## src/rtl/fb_sched_pkg.sv

```systemverilog
// fb_sched_pkg: scheduler state, requester ids and write-count width
package fb_sched_pkg;
  typedef enum logic [1:0] {S_IDLE, S_CLEAR, S_SWAP_WAIT} state_e;
  typedef enum logic {RR_CPU, RR_BLT} rr_id_e;
  localparam int WCNT_W = 24;
endpackage

```

## src/rtl/hdmi_const.sv

```systemverilog
// hdmi_const: frame buffer geometry shared by the display pipeline
package hdmi_const;
  localparam int FB_WIDTH  = 240;
  localparam int FB_HEIGHT = 240;
  localparam int FB_SIZE   = 16;
endpackage

```

## src/rtl/fb_rr_arbiter.sv

```systemverilog
// fb_rr_arbiter: 2-way round-robin, one-hot grant, last-granted requester loses ties
module fb_rr_arbiter
  import fb_sched_pkg::*;
(
  input  logic       clk,
  input  logic       rst,
  input  logic       en,
  input  logic [1:0] req,
  output logic [1:0] gnt
);
  rr_id_e prio_q, prio_d;
  // serve the favoured requester if it asks, else the other; favour flips to the loser
  always_comb begin
    gnt = '0;
    if (en) gnt = (prio_q == RR_CPU) ? (req[0] ? 2'b01 : {req[1], 1'b0}) : (req[1] ? 2'b10 : {1'b0, req[0]});
    prio_d = gnt[0] ? RR_BLT : gnt[1] ? RR_CPU : prio_q;
  end
  // priority pointer, favours the CPU out of reset
  always_ff @(posedge clk) begin
    if (rst) prio_q <= RR_CPU;
    else prio_q <= prio_d;
  end
endmodule

```

## src/rtl/fb_write_scheduler.sv

```systemverilog
// fb_write_scheduler: merges CPU/blitter writes, clears and vsync-aligned swaps; FB_SCHED_STATS_EN adds a write counter
module fb_write_scheduler
  import fb_sched_pkg::*;
#(
  parameter int NUM_PIXELS = hdmi_const::FB_WIDTH * hdmi_const::FB_HEIGHT,
  parameter int PIX_W      = hdmi_const::FB_SIZE
) (
  input  logic               clk_in,
  input  logic               rst_in,
  input  logic               cpu_valid_in,
  output logic               cpu_ready_out,
  input  logic [PIX_W-1:0]   cpu_addr_in,
  input  logic [15:0]        cpu_data_in,
  input  logic               blt_valid_in,
  output logic               blt_ready_out,
  input  logic [PIX_W-1:0]   blt_addr_in,
  input  logic [15:0]        blt_data_in,
  input  logic               clear_start_in,
  input  logic [15:0]        clear_color_in,
  output logic               clear_busy_out,
  input  logic               swap_req_in,
  input  logic               frame_start_in,
  output logic               swap_pending_out,
  output logic               swap_done_out,
  output logic [15:0]        fb_write_data_out,
  output logic [2*PIX_W-1:0] fb_write_addr_out,
  output logic               fb_write_enable_out,
  output logic               fb_swap_buffer_out,
  output logic [WCNT_W-1:0]  write_count_out
);
  state_e state_q, state_d;
  logic pend_q, pend_d, we_q, we_d, swap_q, swap_d, arb_en, last_px;
  logic [PIX_W-1:0] idx_q, idx_d, waddr_q, waddr_d;
  logic [15:0] color_q, color_d, wdata_q, wdata_d;
  logic [1:0] gnt;
  assign arb_en = (state_q == S_IDLE) && !clear_start_in && !pend_q;
  assign last_px = idx_q == PIX_W'(NUM_PIXELS - 1);
  fb_rr_arbiter u_arb (
    .clk(clk_in),
    .rst(rst_in),
    .en (arb_en),
    .req({blt_valid_in, cpu_valid_in}),
    .gnt(gnt)
  );
  assign cpu_ready_out       = gnt[0];
  assign blt_ready_out       = gnt[1];
  assign clear_busy_out      = state_q == S_CLEAR;
  assign swap_pending_out    = pend_q;
  assign swap_done_out       = swap_q;
  assign fb_swap_buffer_out  = swap_q;
  assign fb_write_enable_out = we_q;
  assign fb_write_data_out   = wdata_q;
  assign fb_write_addr_out   = (2 * PIX_W)'({waddr_q, 1'b0});
  // clear beats swap beats grants; swap waits for a frame boundary seen while already waiting
  always_comb begin
    state_d = state_q;
    pend_d  = pend_q | swap_req_in;
    idx_d   = idx_q;
    color_d = color_q;
    we_d    = 1'b0;
    waddr_d = waddr_q;
    wdata_d = wdata_q;
    swap_d  = 1'b0;
    case (state_q)
      S_IDLE: begin
        if (clear_start_in) begin
          state_d = S_CLEAR;
          color_d = clear_color_in;
          idx_d   = '0;
        end else if (pend_q) begin
          state_d = S_SWAP_WAIT;
        end else if (|gnt) begin
          we_d    = 1'b1;
          waddr_d = gnt[0] ? cpu_addr_in : blt_addr_in;
          wdata_d = gnt[0] ? cpu_data_in : blt_data_in;
        end
      end
      S_CLEAR: begin
        we_d    = 1'b1;
        waddr_d = idx_q;
        wdata_d = color_q;
        state_d = last_px ? S_IDLE : S_CLEAR;
        idx_d   = last_px ? '0 : idx_q + 1'b1;
      end
      S_SWAP_WAIT: begin
        if (frame_start_in) begin
          swap_d  = 1'b1;
          pend_d  = 1'b0;
          state_d = S_IDLE;
        end
      end
      default: state_d = S_IDLE;
    endcase
  end
  // state and registered write/swap outputs
  always_ff @(posedge clk_in) begin
    if (rst_in) begin
      state_q <= S_IDLE;
      pend_q  <= 1'b0;
      idx_q   <= '0;
      color_q <= '0;
      we_q    <= 1'b0;
      waddr_q <= '0;
      wdata_q <= '0;
      swap_q  <= 1'b0;
    end else begin
      state_q <= state_d;
      pend_q  <= pend_d;
      idx_q   <= idx_d;
      color_q <= color_d;
      we_q    <= we_d;
      waddr_q <= waddr_d;
      wdata_q <= wdata_d;
      swap_q  <= swap_d;
    end
  end
`ifdef FB_SCHED_STATS_EN
  logic [WCNT_W-1:0] cnt_q, cnt_d;
  // counts visible writes, saturating, zeroed in the swap pulse cycle
  always_comb cnt_d = swap_d ? '0 : (we_d && cnt_q != '1) ? cnt_q + 1'b1 : cnt_q;
  // write counter register
  always_ff @(posedge clk_in) begin
    if (rst_in) cnt_q <= '0;
    else cnt_q <= cnt_d;
  end
  assign write_count_out = cnt_q;
`else
  assign write_count_out = '0;
`endif
endmodule
```

## config.mk

```make
export PLATFORM = sky130hd
export DESIGN_NAME = fb_write_scheduler
export DESIGN_NICKNAME = d
export VERILOG_FILES = /design/src/rtl/fb_sched_pkg.sv /design/src/rtl/hdmi_const.sv /design/src/rtl/fb_rr_arbiter.sv /design/src/rtl/fb_write_scheduler.sv
export SDC_FILE = /design/constraint.sdc
export NUM_CORES = 1
export LEC_CHECK = 0
export ABC_AREA = 1
export ABC_CLOCK_PERIOD_IN_PS = 2700
export BUFFER_PORTS_ARGS = -buffer_cell sky130_fd_sc_hd__buf_2
export CORE_MARGIN = 1
export CORE_UTILIZATION = 30
export CTS_CLUSTER_DIAMETER = 150
export DETAILED_ROUTE_END_ITERATION = 8
export SYNTH_ARGS = -nofsm -noshare
export SYNTH_HDL_FRONTEND = slang
export SYNTH_SLANG_ARGS = --single-unit
```

## constraint.sdc

```tcl
create_clock -name clk_in -period 2.7 [get_ports clk_in]
set_input_delay 0.27 -clock clk_in [delete_from_list [all_inputs] [get_ports clk_in]]
set_output_delay 0.27 -clock clk_in [all_outputs]
set_load 0.1 [all_outputs]
```

==> impl_metrics.env <==
export IMPL_root_buffer="clkbuf_16"
export IMPL_power_density_nw_per_um2=806
export IMPL_die_w_um=116
export IMPL_grt_max_degree=36
export IMPL_slowest_delay_ns=0.39
export IMPL_hpwl_um=8160
export IMPL_fp_row_count=41
export IMPL_gr_total_overflow=0
export IMPL_drive_above_1_share_pct=25.5
export IMPL_die_h_um=116
export IMPL_grt_usage_pct=17.6
export IMPL_critPathLaunchType="flop"
export IMPL_crit_fanout=34
export IMPL_worstPathCellList="buf_4 > nor2_2 > nand2_2 > nor2_8 > buf_4 > buf_12"
export IMPL_reg2reg_to="waddr_q[4]"
export IMPL_holdCritStartpoint="clear_color_in[7]"
export IMPL_p_leak_nw=2.25
export IMPL_max_freq_ghz=0.438
export IMPL_antenna_found_initial=1
export IMPL_total_power_mw=3.95
export IMPL_port_buffers=125
export IMPL_min_to="color_q[7]"
export IMPL_synth_top_area_cell="dfxtp_1"
export IMPL_nets=792
export IMPL_core_um2=12700
export IMPL_hold_depth=3
export IMPL_yosysUniqueCellTypes=29
export IMPL_nFillCells=1413
export IMPL_cp_slowest_cell="buf_4"
export IMPL_period_minus_slack_ns=2.28
export IMPL_crit_required_ns=2.43
export IMPL_cp_arrival_ns=2.01
export IMPL_drv_slew=0
export IMPL_synth_main_ff_cell="dfxtp_1"
export IMPL_seq_power_share_pct=30.0
export IMPL_fin_crit_sh_pct=84.5
export IMPL_drtIter0Drc=193
export IMPL_clock_latency_ns=0.34
export IMPL_p_clk_share_pct=35.4
export IMPL_setup_viol=0
export IMPL_max_slew_worst_pin_slew_ns=1.13
export IMPL_yosysMostFrequentCell="nand2_1"
export IMPL_status="complete, no violations"
export IMPL_p_sw_share_pct=41.5
export IMPL_rrSetupSlack_ns=0.57
export IMPL_post_route_drc_count=0
export IMPL_intPower_mw=2.31
export IMPL_drt_wl_total_um=11500
export IMPL_synth_yosys_seq_area_share_pct=35.7
export IMPL_clkSinkCount=70
export IMPL_grt_pass1_wl_um=18100
export IMPL_initial_core_util_pct=31.0
export IMPL_cts_max_level=3
export IMPL_die_area_um2=13500
export IMPL_crit_path_end_kind="output port"
export IMPL_cts_buffers=9
export IMPL_relSlewSlack_pct=24.6
export IMPL_cts_tree="built"
export IMPL_rsz0062_at_grt="no"
export IMPL_hold_path_class="input port to flop"
export IMPL_cpMostUsedCell="buf_4"
export IMPL_synth_commonest_cells="nand2_1, nor2_1, dfxtp_1"
export IMPL_dp_cells=865
export IMPL_r2r_start="state_q[0]"
export IMPL_peakVddDrop_mv=0.322
export IMPL_syn_area_um2=3920
export IMPL_synth_area_leaders="dfxtp_1, nand2_1, buf_4"
export IMPL_worst_setup_path_type="flop to output port"
export IMPL_async_reset_ff_share_pct=0
export IMPL_via_per_inst=4.47
export IMPL_synth_top_area_share_pct=35.7
export IMPL_finalNonFillerCells=881
export IMPL_clockBufferDepth=2
export IMPL_drt_antenna_violating_nets=0
export IMPL_wl_per_cell_um=13.1
export IMPL_hold_viol_final=0
export IMPL_fin_setup_tns_ns=0
export IMPL_cts_hold_buf=0
export IMPL_synth_warnings=0
export IMPL_drv_cap=0
export IMPL_vias=3942
export IMPL_grt_pass1_vias=3468
export IMPL_worst_r2r_path_depth=9
export IMPL_syn_avg_cell_area_um2=6.63
export IMPL_finalClockSkew_ns=0.00892
export IMPL_synth_seq_cells=70
export IMPL_switching_power_mw=1.64
export IMPL_cts_resized=0
export IMPL_gp_congestion=0.847
export IMPL_first_pass_iters=5
export IMPL_post_cts_buffers=0
export IMPL_areaGrowthSynthToFinish_pct=25.0
export IMPL_antenna_cells=0
export IMPL_ios=166
export IMPL_synth_edf_count=0
export IMPL_p_comb_share_pct=34.5
export IMPL_path_clk_slew_ns=0.07
export IMPL_synth_cells=592
==> final cells by class <==
| cell class | instances | area, µm² | share of cell area [%] |
|---|---|---|---|
| Timing Repair Buffer | 136 | 738 | 15.1 |
| Inverter | 29 | 109 | 2.22 |
| Clock inverter | 6 | 116 | 2.37 |
| Tap cell | 172 | 215 | 4.39 |
| Multi-Input combinational cell | 458 | 2090 | 42.5 |
| Clock buffer | 10 | 239 | 4.87 |
| Sequential cell | 70 | 1400 | 28.6 |
==> worst max-delay path by stage <==
stage,startpoint,to,slack [ns],cells past startpoint
floorplan,swap_pending_out,fb_write_data_out[14],0.44,9
global placement,state_q[0],waddr_q[2],0.63,9
detailed placement,state_q[0],waddr_q[4],0.54,9
CTS,state_q[0],cpu_ready_out,0.39,6
global route,state_q[0],cpu_ready_out,0.30,6
finish,state_q[0],cpu_ready_out,0.42,6
==> per-layer routing <==
metal,routed length [µm],vias up,track usage [%]
met4,156,0,4.44
met5,0,-,0
li1,-,2078,-
met2,5290,124,28.6
met1,5290,1730,22.5
met3,813,10,5.40
==> cells by family (layout without fill, tap and decap cells) <==
family,Yosys count,count (layout),share of synthesized area (%)
simple gates,275,275,30.7
compound gates,140,140,17.9
buf+inv,103,181,14.8
flops,70,70,35.7
xor+xnor,2,2,0.447
fa+ha+maj,1,1,0.319
other cells,1,40,0.0956
==> critical path: cells and delay by family (launching register included) <==
kind	cells	cell delay [ns]
buf+inv	3	0.84
simple gates	3	0.45
flops	1	0.38
==> power by group through the flow <==
stage | clock [mW] | combinational [mW] | sequential [mW]
2_1_floorplan | 0 | 0.668 | 1.71
3_3_place_gp | 0 | 1.37 | 1.21
3_5_place_dp | 0 | 1.37 | 1.21
4_1_cts | 1.43 | 1.37 | 1.19
5_1_grt | 1.47 | 1.45 | 1.20
6_report | 1.40 | 1.36 | 1.19
==> sequential cells by signal (all words and copies together), names as in the netlist <==
register and count:
u_arb.prio_q 1, swap_pending_out 1, idx_q 16, fb_write_data_out 16, color_q 16, fb_swap_buffer_out 1
fb_write_enable_out 1, waddr_q 16, state_q 2
==> per-stage QoR <==
step / area (µm²) / util, % / hold WS (ns) / worst slack [ns]
CTS: 4900 / 38.7 / 0.148 / 0.395
finish: 4900 / 38.7 / 0.158 / 0.418
detailed placement: 4550 / 35.9 / 0.448 / 0.540
global placement: 4550 / 35.9 / 0.449 / 0.635
global route: 4900 / 38.7 / 0.156 / 0.303
floorplan: 4070 / - / 0.405 / 0.439
==> layout by cell type (no fill, tap or decap) <==
| cell type | count |
|---|---|
| nor3_2 | 1 |
| clkbuf_16 | 9 |
| nand3b_1 | 1 |
| buf_4 | 11 |
| a31oi_1 | 1 |
| nor2_8 | 1 |
| dfxtp_1 | 70 |
| nand3_1 | 51 |
| xor2_1 | 2 |
| o22ai_1 | 1 |
| nand2_1 | 106 |
| inv_2 | 5 |
| nor2_4 | 2 |
| o21ai_0 | 41 |
| clkbuf_8 | 1 |
| nor3_1 | 2 |
| bufinv_16 | 3 |
| clkinv_4 | 1 |
| conb_1 | 40 |
| nand4_1 | 3 |
| nor2_1 | 88 |
| nor2_2 | 2 |
| nand2_4 | 1 |
| o21ai_1 | 45 |
| buf_12 | 2 |
| ha_1 | 1 |
| inv_6 | 2 |
| a21oi_1 | 52 |
| nand2_2 | 1 |
| buf_2 | 123 |
| inv_1 | 24 |
| or2_2 | 16 |
Note: power is estimated with default switching activity, not from simulation.
